===== src/rtl/map_mem_pkg.sv =====
// Shared types for the mapper-to-memory arbiter: FSM states, channel ids and the request payload.
package map_mem_pkg;

  localparam int unsigned MAP_ADDR_BITS = 22;
  localparam int unsigned DATA_BITS     = 8;

  typedef enum logic {
    IDLE = 1'b0,
    REQ  = 1'b1
  } state_e;

  typedef enum logic {
    CH_CPU = 1'b0,
    CH_PPU = 1'b1
  } chan_e;

  typedef struct packed {
    logic [MAP_ADDR_BITS-1:0] addr;
    logic                     we;
    logic [DATA_BITS-1:0]     wdata;
    chan_e                    ch;
  } mem_req_t;

endpackage


===== src/rtl/map_strobe_sync.sv =====
// Multi-flop synchronizer for one asynchronous NES strobe, with one-cycle rise/fall pulses.
module map_strobe_sync #(
  parameter int unsigned SYNC_STAGES = 2,
  parameter logic        RESET_VAL   = 1'b0
) (
  input  logic clk,
  input  logic rst_n,
  input  logic async_in,
  output logic rise_c,
  output logic fall_c
);

  logic [SYNC_STAGES-1:0] sync_q;
  logic                   hist_q;

  always_ff @(posedge clk or negedge rst_n) begin
    if (!rst_n) begin
      sync_q <= {SYNC_STAGES{RESET_VAL}};
      hist_q <= RESET_VAL;
    end else begin
      sync_q <= {sync_q[SYNC_STAGES-2:0], async_in};
      hist_q <= sync_q[SYNC_STAGES-1];
    end
  end

  assign rise_c = sync_q[SYNC_STAGES-1] & ~hist_q;
  assign fall_c = ~sync_q[SYNC_STAGES-1] & hist_q;

endmodule


===== src/rtl/map_mem_arb.sv =====
// Turns synchronized NES PRG/CHR bus cycles into single-beat memory requests, PPU over CPU.
// Optional macro MAP_MEM_ARB_PRG_WRITE_EN adds prg_we and CPU-side writes.
module map_mem_arb
  import map_mem_pkg::*;
#(
  parameter int unsigned ADDR_BITS   = 22,
  parameter int unsigned SYNC_STAGES = 2,
  parameter int unsigned TIMEOUT     = 15
) (
  input  logic                 clk,
  input  logic                 rst_n,
  input  logic                 m2,
  input  logic                 ppu_rd_n,
  input  logic                 ppu_wr_n,
  input  logic [ADDR_BITS-1:0] prg_addr,
  input  logic                 prg_oe,
  input  logic [ADDR_BITS-1:0] chr_addr,
  input  logic                 chr_ce,
  input  logic                 chr_we,
`ifdef MAP_MEM_ARB_PRG_WRITE_EN
  input  logic                 prg_we,
`endif
  input  logic [7:0]           cpu_wdata,
  input  logic [7:0]           ppu_wdata,
  output logic [7:0]           cpu_rdata,
  output logic [7:0]           ppu_rdata,
  output logic                 mem_req,
  output logic [ADDR_BITS-1:0] mem_addr,
  output logic                 mem_we,
  output logic [7:0]           mem_wdata,
  input  logic                 mem_ack,
  input  logic [7:0]           mem_rdata,
  output logic                 err_timeout
);

  localparam int unsigned CNT_BITS = $clog2(TIMEOUT + 1);

  logic m2_rise_c, m2_fall_c, rd_rise_c, rd_fall_c, wr_rise_c, wr_fall_c;

  map_strobe_sync #(.SYNC_STAGES(SYNC_STAGES), .RESET_VAL(1'b0)) u_sync_m2 (
    .clk(clk), .rst_n(rst_n), .async_in(m2), .rise_c(m2_rise_c), .fall_c(m2_fall_c)
  );
  map_strobe_sync #(.SYNC_STAGES(SYNC_STAGES), .RESET_VAL(1'b1)) u_sync_rd (
    .clk(clk), .rst_n(rst_n), .async_in(ppu_rd_n), .rise_c(rd_rise_c), .fall_c(rd_fall_c)
  );
  map_strobe_sync #(.SYNC_STAGES(SYNC_STAGES), .RESET_VAL(1'b1)) u_sync_wr (
    .clk(clk), .rst_n(rst_n), .async_in(ppu_wr_n), .rise_c(wr_rise_c), .fall_c(wr_fall_c)
  );

  state_e               state_q, state_d;
  mem_req_t             ppu_slot_q, cpu_slot_q, inflight_q;
  mem_req_t             ppu_new_c, cpu_new_c, ppu_eff_c, cpu_eff_c;
  logic                 ppu_pend_q, cpu_pend_q;
  logic                 cpu_start_c, ppu_rd_start_c, ppu_wr_start_c, ppu_start_c;
  logic                 ppu_avail_c, cpu_avail_c, at_limit_c;
  logic                 load_ppu_c, load_cpu_c, done_c, abort_c;
  logic [CNT_BITS-1:0]  cnt_q;
  logic                 mem_req_q, err_q;
  logic [7:0]           cpu_rdata_q, ppu_rdata_q;
  logic                 unused_c;

  assign ppu_rd_start_c = rd_fall_c & chr_ce;
  assign ppu_wr_start_c = wr_fall_c & chr_ce & chr_we;
  assign ppu_start_c    = ppu_rd_start_c | ppu_wr_start_c;

  // Candidate requests built from the bus in the cycle a start is seen.
  always_comb begin
    ppu_new_c       = '0;
    ppu_new_c.addr  = MAP_ADDR_BITS'(chr_addr);
    ppu_new_c.we    = ppu_wr_start_c;
    ppu_new_c.wdata = ppu_wr_start_c ? ppu_wdata : 8'h00;
    ppu_new_c.ch    = CH_PPU;
    cpu_new_c       = '0;
    cpu_new_c.addr  = MAP_ADDR_BITS'(prg_addr);
    cpu_new_c.ch    = CH_CPU;
`ifdef MAP_MEM_ARB_PRG_WRITE_EN
    cpu_new_c.we    = prg_we;
    cpu_new_c.wdata = prg_we ? cpu_wdata : 8'h00;
`endif
  end

`ifdef MAP_MEM_ARB_PRG_WRITE_EN
  assign cpu_start_c = m2_rise_c & (prg_oe | prg_we);
  assign unused_c    = ^{m2_fall_c, rd_rise_c, wr_rise_c};
`else
  assign cpu_start_c = m2_rise_c & prg_oe;
  assign unused_c    = ^{m2_fall_c, rd_rise_c, wr_rise_c, cpu_wdata};
`endif

  // A start in the current cycle bypasses the slot so it can issue immediately.
  assign ppu_avail_c = ppu_start_c | ppu_pend_q;
  assign cpu_avail_c = cpu_start_c | cpu_pend_q;
  assign ppu_eff_c   = ppu_start_c ? ppu_new_c : ppu_slot_q;
  assign cpu_eff_c   = cpu_start_c ? cpu_new_c : cpu_slot_q;
  assign at_limit_c  = (cnt_q == CNT_BITS'(TIMEOUT - 1));

  always_ff @(posedge clk or negedge rst_n) begin
    if (!rst_n) state_q <= IDLE;
    else        state_q <= state_d;
  end

  always_comb begin
    state_d = state_q;
    case (state_q)
      IDLE:    if (ppu_avail_c || cpu_avail_c) state_d = REQ;
      REQ:     if (mem_ack || at_limit_c) state_d = IDLE;
      default: state_d = IDLE;
    endcase
  end

  always_comb begin
    load_ppu_c = 1'b0;
    load_cpu_c = 1'b0;
    done_c     = 1'b0;
    abort_c    = 1'b0;
    case (state_q)
      IDLE: begin
        load_ppu_c = ppu_avail_c;
        load_cpu_c = ~ppu_avail_c & cpu_avail_c;
      end
      REQ: begin
        done_c  = mem_ack;
        abort_c = ~mem_ack & at_limit_c;
      end
      default: ;
    endcase
  end

  // Pending slots, in-flight request, timeout counter and returned data.
  always_ff @(posedge clk or negedge rst_n) begin
    if (!rst_n) begin
      ppu_pend_q  <= 1'b0;
      cpu_pend_q  <= 1'b0;
      ppu_slot_q  <= '0;
      cpu_slot_q  <= '0;
      inflight_q  <= '0;
      mem_req_q   <= 1'b0;
      cnt_q       <= '0;
      cpu_rdata_q <= 8'h00;
      ppu_rdata_q <= 8'h00;
      err_q       <= 1'b0;
    end else begin
      if (load_ppu_c)       ppu_pend_q <= 1'b0;
      else if (ppu_start_c) ppu_pend_q <= 1'b1;
      if (ppu_start_c)      ppu_slot_q <= ppu_new_c;

      if (load_cpu_c)       cpu_pend_q <= 1'b0;
      else if (cpu_start_c) cpu_pend_q <= 1'b1;
      if (cpu_start_c)      cpu_slot_q <= cpu_new_c;

      if (load_ppu_c)      inflight_q <= ppu_eff_c;
      else if (load_cpu_c) inflight_q <= cpu_eff_c;

      if (load_ppu_c || load_cpu_c) mem_req_q <= 1'b1;
      else if (done_c || abort_c)   mem_req_q <= 1'b0;

      if (state_q == REQ) cnt_q <= cnt_q + CNT_BITS'(1);
      else                cnt_q <= '0;

      if (done_c && !inflight_q.we) begin
        if (inflight_q.ch == CH_PPU) ppu_rdata_q <= mem_rdata;
        else                         cpu_rdata_q <= mem_rdata;
      end

      if (abort_c) err_q <= 1'b1;
    end
  end

  assign mem_req     = mem_req_q;
  assign mem_addr    = ADDR_BITS'(inflight_q.addr);
  assign mem_we      = inflight_q.we;
  assign mem_wdata   = inflight_q.wdata;
  assign cpu_rdata   = cpu_rdata_q;
  assign ppu_rdata   = ppu_rdata_q;
  assign err_timeout = err_q;

endmodule

===== config.mk =====
export PLATFORM = sky130hd
export DESIGN_NAME = map_mem_arb
export DESIGN_NICKNAME = d
export VERILOG_FILES = /design/src/rtl/map_mem_pkg.sv /design/src/rtl/map_strobe_sync.sv /design/src/rtl/map_mem_arb.sv
export SDC_FILE = /design/constraint.sdc
export NUM_CORES = 1
export LEC_CHECK = 0
export CAP_MARGIN = 20
export CORE_MARGIN = 8
export CORE_UTILIZATION = 38
export DETAILED_ROUTE_END_ITERATION = 7
export HOLD_SLACK_MARGIN = 0.12
export MAX_ROUTING_LAYER = met4
export PLACE_DENSITY = 0.73
export SKIP_CTS_REPAIR_TIMING = 1
export SLEW_MARGIN = 20
export SYNTH_ARGS = -nofsm -noshare
export SYNTH_HDL_FRONTEND = slang
export SYNTH_SLANG_ARGS = --single-unit

===== constraint.sdc =====
create_clock -name clk -period 2.1 [get_ports clk]
set_input_delay 0.315 -clock clk [delete_from_list [all_inputs] [get_ports clk]]
set_output_delay 0.315 -clock clk [all_outputs]
set_load 0.1 [all_outputs]

==> flow_summary_export.csv <==
group,metric,value,unit
run_status,outcome,"finished, final reports clean",
floorplanning,ios,126,
global_route,grt_max_degree,131,
floorplanning,core,0.0152,mm^2
timing,worst_pin_slew,717,ps
yosys,syn_inst,409,
timing,hold_viol_final,0,
floorplanning,start_util,39.0,%
yosys,synth_top_family_by_area,"multiplexers",
yosys,synth_adder_area_share,0.422,%
timing,period_minus_slack,1930,ps
layout,syn2layout_area_growth,28.9,%
yosys,netlist_area,0.00592,mm^2
drt,drt_iter0_drc,104,
global_route,grtUsageTotal,13.7,%
global_route,grt_busiest_layer,"met2",
yosys,synth_area_per_cell,14.5,um^2
placement,io_buffers,117,
layout,nets,588,
worst_hold_path,hold_depth,1,
global_route,antenna_found_initial,1,
timing,setup_viol,0,
worst_setup_path,cp.required,2390,ps
cts,numCtsBuffers,17,
pwr,power,13000,uW
pwr,leakage,0.00343,uW
pwr,powerDensity,1710,mW/mm^2
timing,period_share,91.8,%
floorplanning,fp-row-count,45,
cts,clock_latency,400,ps
global_route,overflow,0,
floorplanning,die_area,0.0198,mm^2
layout,layout-drive-gt1-share,43.5,%
cts,clk_pin_slew,60,ps
layout,fin_area,0.00763,mm^2
drt,ant_nets,0,
timing,fmax,0.519,GHz
global_route,grt_pass1_vias,4070,
cts,cts-root-buf,"clkbuf_16",
yosys,synthSimpleGateAreaFrac,6.08,%
cts,htreeDepth,4,
worst_setup_path,worst-r2r-cell-count,4,
worst_setup_path,crit_path_end_kind,"flop",
worst_setup_path,worstPathArrival,2220,ps
yosys,synth-compound-area-share,5.68,%
drt,first_pass_iters,4,
pwr,ir_worst_vdd,2.01,mV
placement,place_congestion,0.700,
placement,hpwl,8550,um
drt,via_per_inst,4.89,
global_route,grt_use_met1,16.0,%
timing,finalClockSkew,6.58,ps
cts,clockBufferDepth,2,
drt,num_vias,3478,
drt,wire_per_inst,17.4,um
yosys,ys_types,37,
yosys,ys.flop_type,"dfrtp_1",
layout,stdcell_count,711,
timing,drv_slew,0,
placement,postPlaceCellArea,0.00701,mm^2
yosys,synth_warnings,0,
floorplanning,fp.dieW,141,um
yosys,synth_mux_area_share,25.7,%
cts,cts_sinks,130,
drt,drc_errors,0,
worst_setup_path,cp-start-kind,"flop",
worst_hold_path,hold_class,"in -> reg",
yosys,ys_seq_elements,130,
global_route,met3_usage,4.66,%
yosys,async_reset_ff_share,100,%
flow_run,drv_cap,0,
worst_setup_path,critPathMaxFanout,25,
cts,cts_tree,"built",
worst_setup_path,worstSetupPathType,"reg -> reg",
floorplanning,die_y,141,um
timing,max_slew_margin,52.2,%
yosys,synth_enable_flop_cells,0,
yosys,synth_xor_area_share,0.296,%
global_route,use_met2,21.6,%
yosys,seq_area_frac_synth,55.0,%
yosys,synth_nets,488,
timing,rsz0062_at_grt,"no",
global_route,grt_pass1_wl,20800,um
timing,tns,0,ps
drt,wl,12400,um
placement,dp_cells,677,
layout,finish.utilization,50.2,%
[worst max-delay path, cell delays in order, from the launching register on]
cell	delay, ps
dfstp_2	530
nand4b_2	130
and2_4	480
mux2_2	410
mux2_2	260
[metrics by stage]
stage | setup WS [ps] | hold WS (ps)
global route | 94.3 | 308
floorplan | 285 | 19.4
detailed placement | -95.6 | 347
finish | 173 | 312
global placement | -59.9 | 340
CTS | 144 | 50.3
[sequential cells by signal, summed over array words and instances, names as in the netlist, 2 cells and up]
signal,count
ppu_rdata,8
mem_wdata,8
mem_addr,22
ppu_slot_q,32
u_sync_rd.sync_q,2
cpu_rdata,8
u_sync_wr.sync_q,2
cpu_slot_q,32
cnt_q,4
u_sync_m2.sync_q,2
[path summary, 6_finish.rpt]
kind	start	to	slack [ps]
worst max-delay path	u_sync_wr.sync_q[1]	mem_addr[21]	170
worst min-delay path	ppu_rd_n	u_sync_rd.sync_q[0]	310
worst max register to register	u_sync_wr.sync_q[1]	mem_addr[21]	170
worst min register to register	u_sync_rd.sync_q[0]	u_sync_rd.sync_q[1]	360
max in group asynchronous	rst_n	mem_addr[5]	990
min in group asynchronous	rst_n	ppu_slot_q[3]	540
[where the power goes]
group	total [uW]	internal (uW)	switching, uW	leakage (uW)
Sequential	3610	3210	401	0.00158
Clock	2990	1960	1030	0.000293
Combinational	6430	2030	4400	0.00155
[final cells by class]
class | instances | area [um^2]
clock inverters | 9 | 129
inverters | 3 | 11.3
fillers | 1311 | 7570
repair buffers | 134 | 1240
multi-input cells | 223 | 2280
clock buffers | 23 | 478
flip-flops and latches | 130 | 3260
diodes | 1 | 2.50
well taps | 188 | 235
[layout by cell type (no fill, tap or decap), drive strengths merged, types with 3 or more instances in the layout]
cell,n
clkinv,4
dfstp,6
o21ai,5
mux2,120
clkbuf,23
inv,3
clkdlybuf4s50,67
bufinv,3
buf,66
a22o,8
and2,13
dfrtp,124
nand2,6
nand2b,24
o22a,22
[per-layer routing]
| metal | vias up | part of all wire [%] |
|---|---|---|
| met4 | 0 | 1.5 |
| met5 | - | 0 |
| li1 | 1613 | - |
| met1 | 1766 | 45 |
| met2 | 84 | 48 |
| met3 | 15 | 5.2 |
[cell families after synthesis]
kind of cell,count (synthesis)
xor+xnor,2
simple gates,56
buf+inv,56
compound gates,41
fa+ha+maj,2
mux,122
flops,130
[synthesized netlist by cell type, drive strengths merged (2+ instances only)]
| master | instances | share of area (%) |
|---|---|---|
| buf | 45 | 6.1 |
| dfrtp | 124 | 52 |
| o21ai | 5 | 0.42 |
| a22o | 8 | 1.2 |
| a21oi | 2 | 0.23 |
| o22a | 22 | 3.3 |
| nand3 | 2 | 0.17 |
| nor3 | 2 | 0.25 |
| and2 | 13 | 1.4 |
| nand2 | 6 | 0.38 |
| nor2b | 2 | 0.21 |
| inv | 3 | 0.19 |
| nand3b | 2 | 0.46 |
| dfstp | 6 | 2.7 |
| nand2b | 24 | 2.5 |
| mux2i | 2 | 0.34 |
| nor2 | 2 | 0.13 |
| ha | 2 | 0.42 |
| mux2 | 120 | 25 |
| clkbuf | 8 | 0.51 |
Note: power is estimated with default switching activity, not from simulation.
